==> src/rtl/micro_pkg.sv <==
// Shared types and constants for the microprogrammed control unit.
// Optional build macro: ILLEGAL_TRAP_EN (adds the Trap microstate and sticky illegal flag).
package micro_pkg;

    localparam int MPC_W = 4;

    localparam logic [MPC_W-1:0] S_FETCH  = 4'd0;
    localparam logic [MPC_W-1:0] S_DECODE = 4'd1;
    localparam logic [MPC_W-1:0] S_MEMADR = 4'd2;
    localparam logic [MPC_W-1:0] S_MEMRD  = 4'd3;
    localparam logic [MPC_W-1:0] S_MEMWB  = 4'd4;
    localparam logic [MPC_W-1:0] S_MEMWR  = 4'd5;
    localparam logic [MPC_W-1:0] S_EXECR  = 4'd6;
    localparam logic [MPC_W-1:0] S_ALUWB  = 4'd7;
    localparam logic [MPC_W-1:0] S_EXECI  = 4'd8;
    localparam logic [MPC_W-1:0] S_JAL    = 4'd9;
    localparam logic [MPC_W-1:0] S_BEQ    = 4'd10;
    localparam logic [MPC_W-1:0] S_TRAP   = 4'd11;

    localparam logic [6:0] OP_R   = 7'b0110011;
    localparam logic [6:0] OP_I   = 7'b0010011;
    localparam logic [6:0] OP_JAL = 7'b1101111;
    localparam logic [6:0] OP_BR  = 7'b1100011;
    localparam logic [6:0] OP_LW  = 7'b0000011;
    localparam logic [6:0] OP_SW  = 7'b0100011;

    typedef enum logic [1:0] {
        SEQ_NEXT  = 2'b00,
        SEQ_DISP1 = 2'b01,
        SEQ_DISP2 = 2'b10,
        SEQ_FETCH = 2'b11
    } seq_t;

    typedef struct packed {
        logic             adr_src;
        logic             ir_write;
        logic [1:0]       alu_src_a;
        logic [1:0]       alu_src_b;
        logic [1:0]       alu_op;
        logic [1:0]       result_src;
        logic             pc_update;
        logic             reg_write;
        logic             mem_write;
        logic             branch;
        seq_t             seq;
        logic [MPC_W-1:0] next;
    } uinstr_t;

    // Strobe vector order: {ir_write, pc_update, reg_write, mem_write, branch}
    function automatic uinstr_t ui(input logic a, input logic [1:0] sa, input logic [1:0] sb,
                                   input logic [1:0] ao, input logic [1:0] rs,
                                   input logic [4:0] stb, input seq_t sq,
                                   input logic [MPC_W-1:0] nx);
        uinstr_t u;
        u.adr_src    = a;
        u.ir_write   = stb[4];
        u.alu_src_a  = sa;
        u.alu_src_b  = sb;
        u.alu_op     = ao;
        u.result_src = rs;
        u.pc_update  = stb[3];
        u.reg_write  = stb[2];
        u.mem_write  = stb[1];
        u.branch     = stb[0];
        u.seq        = sq;
        u.next       = nx;
        return u;
    endfunction

endpackage

==> src/rtl/micro_dispatch.sv <==
// Opcode dispatch tables for the sequencer: first-level (after Decode) and
// second-level (after MemAdr) targets, with a flag saying whether the op matched.
module micro_dispatch
    import micro_pkg::*;
(
    input  logic [6:0]       i_op,
    output logic [MPC_W-1:0] o_disp1,
    output logic [MPC_W-1:0] o_disp2,
    output logic             o_known1,
    output logic             o_known2
);

    always_comb begin
        o_disp1  = S_FETCH;
        o_known1 = 1'b0;
        case (i_op)
            OP_R:        begin o_disp1 = S_EXECR;  o_known1 = 1'b1; end
            OP_I:        begin o_disp1 = S_EXECI;  o_known1 = 1'b1; end
            OP_JAL:      begin o_disp1 = S_JAL;    o_known1 = 1'b1; end
            OP_BR:       begin o_disp1 = S_BEQ;    o_known1 = 1'b1; end
            OP_LW, OP_SW: begin o_disp1 = S_MEMADR; o_known1 = 1'b1; end
            default:     ;
        endcase
    end

    always_comb begin
        o_disp2  = S_FETCH;
        o_known2 = 1'b0;
        case (i_op)
            OP_LW:   begin o_disp2 = S_MEMRD; o_known2 = 1'b1; end
            OP_SW:   begin o_disp2 = S_MEMWR; o_known2 = 1'b1; end
            default: ;
        endcase
    end

endmodule

==> src/rtl/micro_sequencer.sv <==
// Microprogram sequencer + control store for the multicycle RISC-V core.
// Build macro ILLEGAL_TRAP_EN: unmatched opcodes trap to microstate 11 and set sticky illegal.
module micro_sequencer
    import micro_pkg::*;
#(
    parameter int UPC_W     = 4,
    parameter int RESET_UPC = 0
) (
    input  logic             clk,
    input  logic             reset,
    input  logic [6:0]       op,
    input  logic             mem_ready,
    output logic [UPC_W-1:0] upc,
    output logic             adr_src,
    output logic             ir_write,
    output logic [1:0]       alu_src_a,
    output logic [1:0]       alu_src_b,
    output logic [1:0]       alu_op,
    output logic [1:0]       result_src,
    output logic             pc_update,
    output logic             reg_write,
    output logic             mem_write,
    output logic             branch,
    output logic             illegal
);

    logic [UPC_W-1:0] r_upc;
    logic [MPC_W-1:0] w_idx;
    logic [MPC_W-1:0] w_next;
    logic [MPC_W-1:0] w_bad;
    logic [MPC_W-1:0] w_disp1;
    logic [MPC_W-1:0] w_disp2;
    logic             w_known1;
    logic             w_known2;
    logic             w_wait;
    uinstr_t          w_ui;

    assign w_idx = MPC_W'(r_upc);

    micro_dispatch u_dispatch (
        .i_op     (op),
        .o_disp1  (w_disp1),
        .o_disp2  (w_disp2),
        .o_known1 (w_known1),
        .o_known2 (w_known2)
    );

    always_comb begin
        w_ui = ui(1'b0, 2'b00, 2'b00, 2'b00, 2'b00, 5'b00000, SEQ_FETCH, S_FETCH);
        case (w_idx)
            S_FETCH:  w_ui = ui(1'b0, 2'b00, 2'b10, 2'b00, 2'b10, 5'b11000, SEQ_NEXT,  S_DECODE);
            S_DECODE: w_ui = ui(1'b0, 2'b01, 2'b01, 2'b00, 2'b00, 5'b00000, SEQ_DISP1, S_FETCH);
            S_MEMADR: w_ui = ui(1'b0, 2'b10, 2'b01, 2'b00, 2'b00, 5'b00000, SEQ_DISP2, S_FETCH);
            S_MEMRD:  w_ui = ui(1'b1, 2'b00, 2'b00, 2'b00, 2'b00, 5'b00000, SEQ_NEXT,  S_MEMWB);
            S_MEMWB:  w_ui = ui(1'b0, 2'b00, 2'b00, 2'b00, 2'b01, 5'b00100, SEQ_FETCH, S_FETCH);
            S_MEMWR:  w_ui = ui(1'b1, 2'b00, 2'b00, 2'b00, 2'b00, 5'b00010, SEQ_FETCH, S_FETCH);
            S_EXECR:  w_ui = ui(1'b0, 2'b10, 2'b00, 2'b10, 2'b00, 5'b00000, SEQ_NEXT,  S_ALUWB);
            S_ALUWB:  w_ui = ui(1'b0, 2'b00, 2'b00, 2'b00, 2'b00, 5'b00100, SEQ_FETCH, S_FETCH);
            S_EXECI:  w_ui = ui(1'b0, 2'b10, 2'b01, 2'b10, 2'b00, 5'b00000, SEQ_NEXT,  S_ALUWB);
            S_JAL:    w_ui = ui(1'b0, 2'b01, 2'b10, 2'b00, 2'b00, 5'b01000, SEQ_NEXT,  S_ALUWB);
            S_BEQ:    w_ui = ui(1'b0, 2'b10, 2'b00, 2'b01, 2'b00, 5'b00001, SEQ_FETCH, S_FETCH);
`ifdef ILLEGAL_TRAP_EN
            S_TRAP:   w_ui = ui(1'b0, 2'b00, 2'b00, 2'b00, 2'b00, 5'b00000, SEQ_NEXT,  S_TRAP);
`endif
            default:  ;
        endcase
    end

`ifdef ILLEGAL_TRAP_EN
    assign w_bad = S_TRAP;
`else
    assign w_bad = S_FETCH;
`endif

    always_comb begin
        w_next = w_ui.next;
        case (w_ui.seq)
            SEQ_DISP1: w_next = w_known1 ? w_disp1 : w_bad;
            SEQ_DISP2: w_next = w_known2 ? w_disp2 : w_bad;
            SEQ_FETCH: w_next = S_FETCH;
            default:   ;
        endcase
    end

    // Only the memory-facing states stall; elsewhere mem_ready is a don't-care.
    assign w_wait = !mem_ready && (w_idx == S_FETCH || w_idx == S_MEMRD || w_idx == S_MEMWR);

    always_ff @(posedge clk) begin
        if (reset)
            r_upc <= UPC_W'(RESET_UPC);
        else if (!w_wait)
            r_upc <= UPC_W'(w_next);
    end

`ifdef ILLEGAL_TRAP_EN
    logic r_illegal;
    always_ff @(posedge clk) begin
        if (reset)
            r_illegal <= 1'b0;
        else if (w_idx == S_TRAP)
            r_illegal <= 1'b1;
    end
    assign illegal = r_illegal;
`else
    assign illegal = 1'b0;
`endif

    assign upc        = r_upc;
    assign adr_src    = w_ui.adr_src;
    assign alu_src_a  = w_ui.alu_src_a;
    assign alu_src_b  = w_ui.alu_src_b;
    assign alu_op     = w_ui.alu_op;
    assign result_src = w_ui.result_src;

    // Fetch strobes fire only in the completing cycle so PC advances once per fetch.
    assign ir_write  = !reset && !w_wait && w_ui.ir_write;
    assign pc_update = !reset && !w_wait && w_ui.pc_update;
    assign reg_write = !reset && w_ui.reg_write;
    assign mem_write = !reset && w_ui.mem_write;
    assign branch    = !reset && w_ui.branch;

endmodule

==> config.mk <==
export PLATFORM = sky130hd
export DESIGN_NAME = micro_sequencer
export DESIGN_NICKNAME = d
export VERILOG_FILES = /design/src/rtl/micro_pkg.sv /design/src/rtl/micro_dispatch.sv /design/src/rtl/micro_sequencer.sv
export SDC_FILE = /design/constraint.sdc
export NUM_CORES = 1
export LEC_CHECK = 0
export ABC_AREA = 1
export CORE_AREA = 2 2 39 41
export DETAILED_ROUTE_END_ITERATION = 10
export DIE_AREA = 0 0 41 43
export DONT_BUFFER_PORTS = 1
export GPL_TIMING_DRIVEN = 0
export PLACE_DENSITY = 0.6
export SYNTH_ARGS = -nofsm -noshare
export SYNTH_HDL_FRONTEND = slang
export SYNTH_SLANG_ARGS = --single-unit
==> constraint.sdc <==
create_clock -name clk -period 3.7 [get_ports clk]
set_input_delay 0.74 -clock clk [delete_from_list [all_inputs] [get_ports clk]]
set_output_delay 0.74 -clock clk [all_outputs]
set_load 0.05 [all_outputs]
==> out/qor.csv <==
metric;value;unit
outcome;completed;
worst_r2r_path_depth;7;
synthCells;107;
startpoint_type;flop;
final_hold_viol_count;0;
critical_path_peak_fanout;6;
synth_fp_nets;117;
finalMaxSlewViolations;0;
ant_nets;0;
power;0.000610;W
critical_path.max_stage_delay;800;ps
largest_register_ff_count;4;
syn_area;518;sq um
route.vias.total;631;
post-route-period-util;0.905;
worst_clock_skew;2.06;ps
worstSetupPathType;reg -> out;
netSwitchingFraction;0.734;
insertion_delay;230;ps
crit_cells;8;
worst_ir_drop_vdd;0.000340;V
cts-root-to-sink-buffers;2;
post_route_cells_drive_above_1_share;0.109;
cts.repair_timing.setup_buffer_count;0;
fin_tns_setup;0;ps
cp_delay_by_family_top;compound AO/OA/AOI/OAI gates;
yosysWarningCount;0;
io_buffers;0;
place_congestion;0.779;
pwr-share-clk;0.086;
whs;665;ps
antenna_found_initial;0;
leakage_component_of_the_power;0.363;nW
final_worst_path_setup_slack;352;ps
yosysSeqAreaShare;0.155;
reg2reg_to;upc[0]$_SDFFE_PP0N_;
cts_hold_repair.buffers;0;
synthToLayoutAreaGrowth;10.4;%
cts_buf_count;3;
worstHoldPathType;in -> reg;
synth_area_per_cell;4.84;sq um
antenna-diode-count;0;
grt_first_pass_wirelength;2.03;mm
floorplan.die.width;41;microns
drcViolationCount;0;
tritoncts_clock_tree;built;
hold_path_depth;3;
netlist_top_cells_area;sky130_fd_sc_hd__nand2_1 (25%), sky130_fd_sc_hd__dfxtp_1 (15%), sky130_fd_sc_hd__nor2_1 (14%), sky130_fd_sc_hd__inv_1 (13%), sky130_fd_sc_hd__nand3_1 (11%);
grt_start_max_net_pins;9;
tightestPinTransition;1160;ps
worstPathArrival;2610;ps
internal_power;0.000162;W
fin_nets;122;
dp_worst_setup_slack;575;ps
synth_seq_cells;4;
via_per_inst;5.01;
firstDrtPassIters;4;
worst_slew_margin_rel;0.218;
clkSinkCount;4;
synth_top_area_frac;0.246;
routed_wl;1.25;mm
die_area;1760;sq um
synthFlopType;sky130_fd_sc_hd__dfxtp_1;
floorplan.io_pins;29;
wl_per_cell;9.94;microns
crit_chain;nor2_1 -> nand2_1 -> nand3_1 -> nand2_2 -> inv_1 -> nor2_2 -> inv_2 -> a21oi_1;
final_critical_path_time_including_i_o_delays_and_setup;3350;ps
critical_path_top_delay_cell;sky130_fd_sc_hd__a21oi_1;
yosys_top_cell_by_area;sky130_fd_sc_hd__nand2_1;
distinct_cell_type_count_of_the_synthesized_netlist;16;
core_area;1380;sq um
dieHeight;43;microns
overflow;0;
reg2reg_from;upc[3]$_SDFFE_PP0N_;
required;2960;ps
share_seq_of_total_power;0.217;
cts.clk_slew.worst_paths;30;ps
hold_end;upc[3]$_SDFFE_PP0N_;
final-setup-viol-count;0;
track_usage;0.161;
total_power_per_unit_cell_area;1070;nW/um^2
drv.max_cap_violation_count;0;
switching_power;0.000448;W
nFillCells;173;
synth_commonest_cells;sky130_fd_sc_hd__nand2_1 (34), sky130_fd_sc_hd__nor2_1 (19), sky130_fd_sc_hd__inv_1 (18);
worst_path_buffer_plus_inverter_count;2;
initial_core_util;0.374;
cts_root_buffer;sky130_fd_sc_hd__clkbuf_4;
setup.reg_to_reg.worst_slack;1820;ps
drt_first_iter_violations;13;
async_reset_ff_frac;0;
power_frac_comb;0.697;
setup_repair_after_global_routing_missed_its_margin;no;
post_cts.resized_instances;0;
htreeDepth;1;
place.detailed.hpwl;1.06;mm
setup.worst_path.start;upc[3]$_SDFFE_PP0N_;
startpoint_of_the_tightest_hold_check_path;reset;
synth_edf_count;0;
final_core_util;0.413;
end_kind;output port;
clock.fmax;299;MHz
synth_most_common_cell;sky130_fd_sc_hd__nand2_1;
fp-row-count;14;
first_global_vias;529;
[routing by layer]
metal,wire (microns),part of all wire,global-route usage
met2,575,0.46,0.250
met4,0,0,0.0200
met5,0,0,0
met3,107,0.085,0.0576
met1,568,0.45,0.215
[worst max-delay path by stage]
stage,end,slack (ps)
final,pc_update,350
after detailed placement,pc_update,580
after global routing,pc_update,150
after floorplan,result_src[0],700
after CTS,pc_update,320
after global placement,pc_update,600
[tightest hold or removal path: stages]
cell                     delay [ps]
sky130_fd_sc_hd__nor2_2          30
sky130_fd_sc_hd__inv_2           40
sky130_fd_sc_hd__nor2_1          30
[layout make-up]
type                            count  area [sq um]  area share
Buffer                              1          7.51      0.0131
Clock buffer                        3          22.5      0.0394
Inverter                           20          75.1       0.131
Multi-Input combinational cell     82           367       0.641
Sequential cell                     4          80.1       0.140
Tap cell                           16          20.0      0.0350
[cell families after synthesis]
logic type             count (synthesis)  share of synthesized area
and+or+nand+nor                       77                      0.635
buffers and inverters                 21                      0.159
AOI/OAI and AO/OA                      4                     0.0435
other                                  1                    0.00724
DFF                                    4                      0.155
[through the flow]
step / cells / instance area [sq um]
final: 126 / 572
after global routing: 126 / 572
after CTS: 126 / 567
after detailed placement: 123 / 544
after global placement: 123 / 538
after floorplan: 107 / 518
[cell usage in the layout, fill, tap and decap left out, drive strengths merged]
cell type	Yosys	layout
buf	1	1
a21oi	1	1
clkbuf	0	3
nor3	5	5
nor4	1	1
o211ai	1	1
o21ai	2	2
inv	20	20
nand2	36	36
conb	1	1
nand4	3	3
nand3	11	11
dfxtp	4	4
nor2	21	21
[power groups by stage]
| stage | sequential [W] | combinational, W | clock [W] |
|---|---|---|---|
| after floorplan | 0.000125 | 0.000387 | 0 |
| after global placement | 0.000132 | 0.000420 | 0 |
| after detailed placement | 0.000134 | 0.000425 | 0 |
| after CTS | 0.000133 | 0.000425 | 0.0000550 |
| after global routing | 0.000136 | 0.000462 | 0.0000626 |
| final | 0.000132 | 0.000425 | 0.0000526 |
Power figures use the tool's default switching activity.
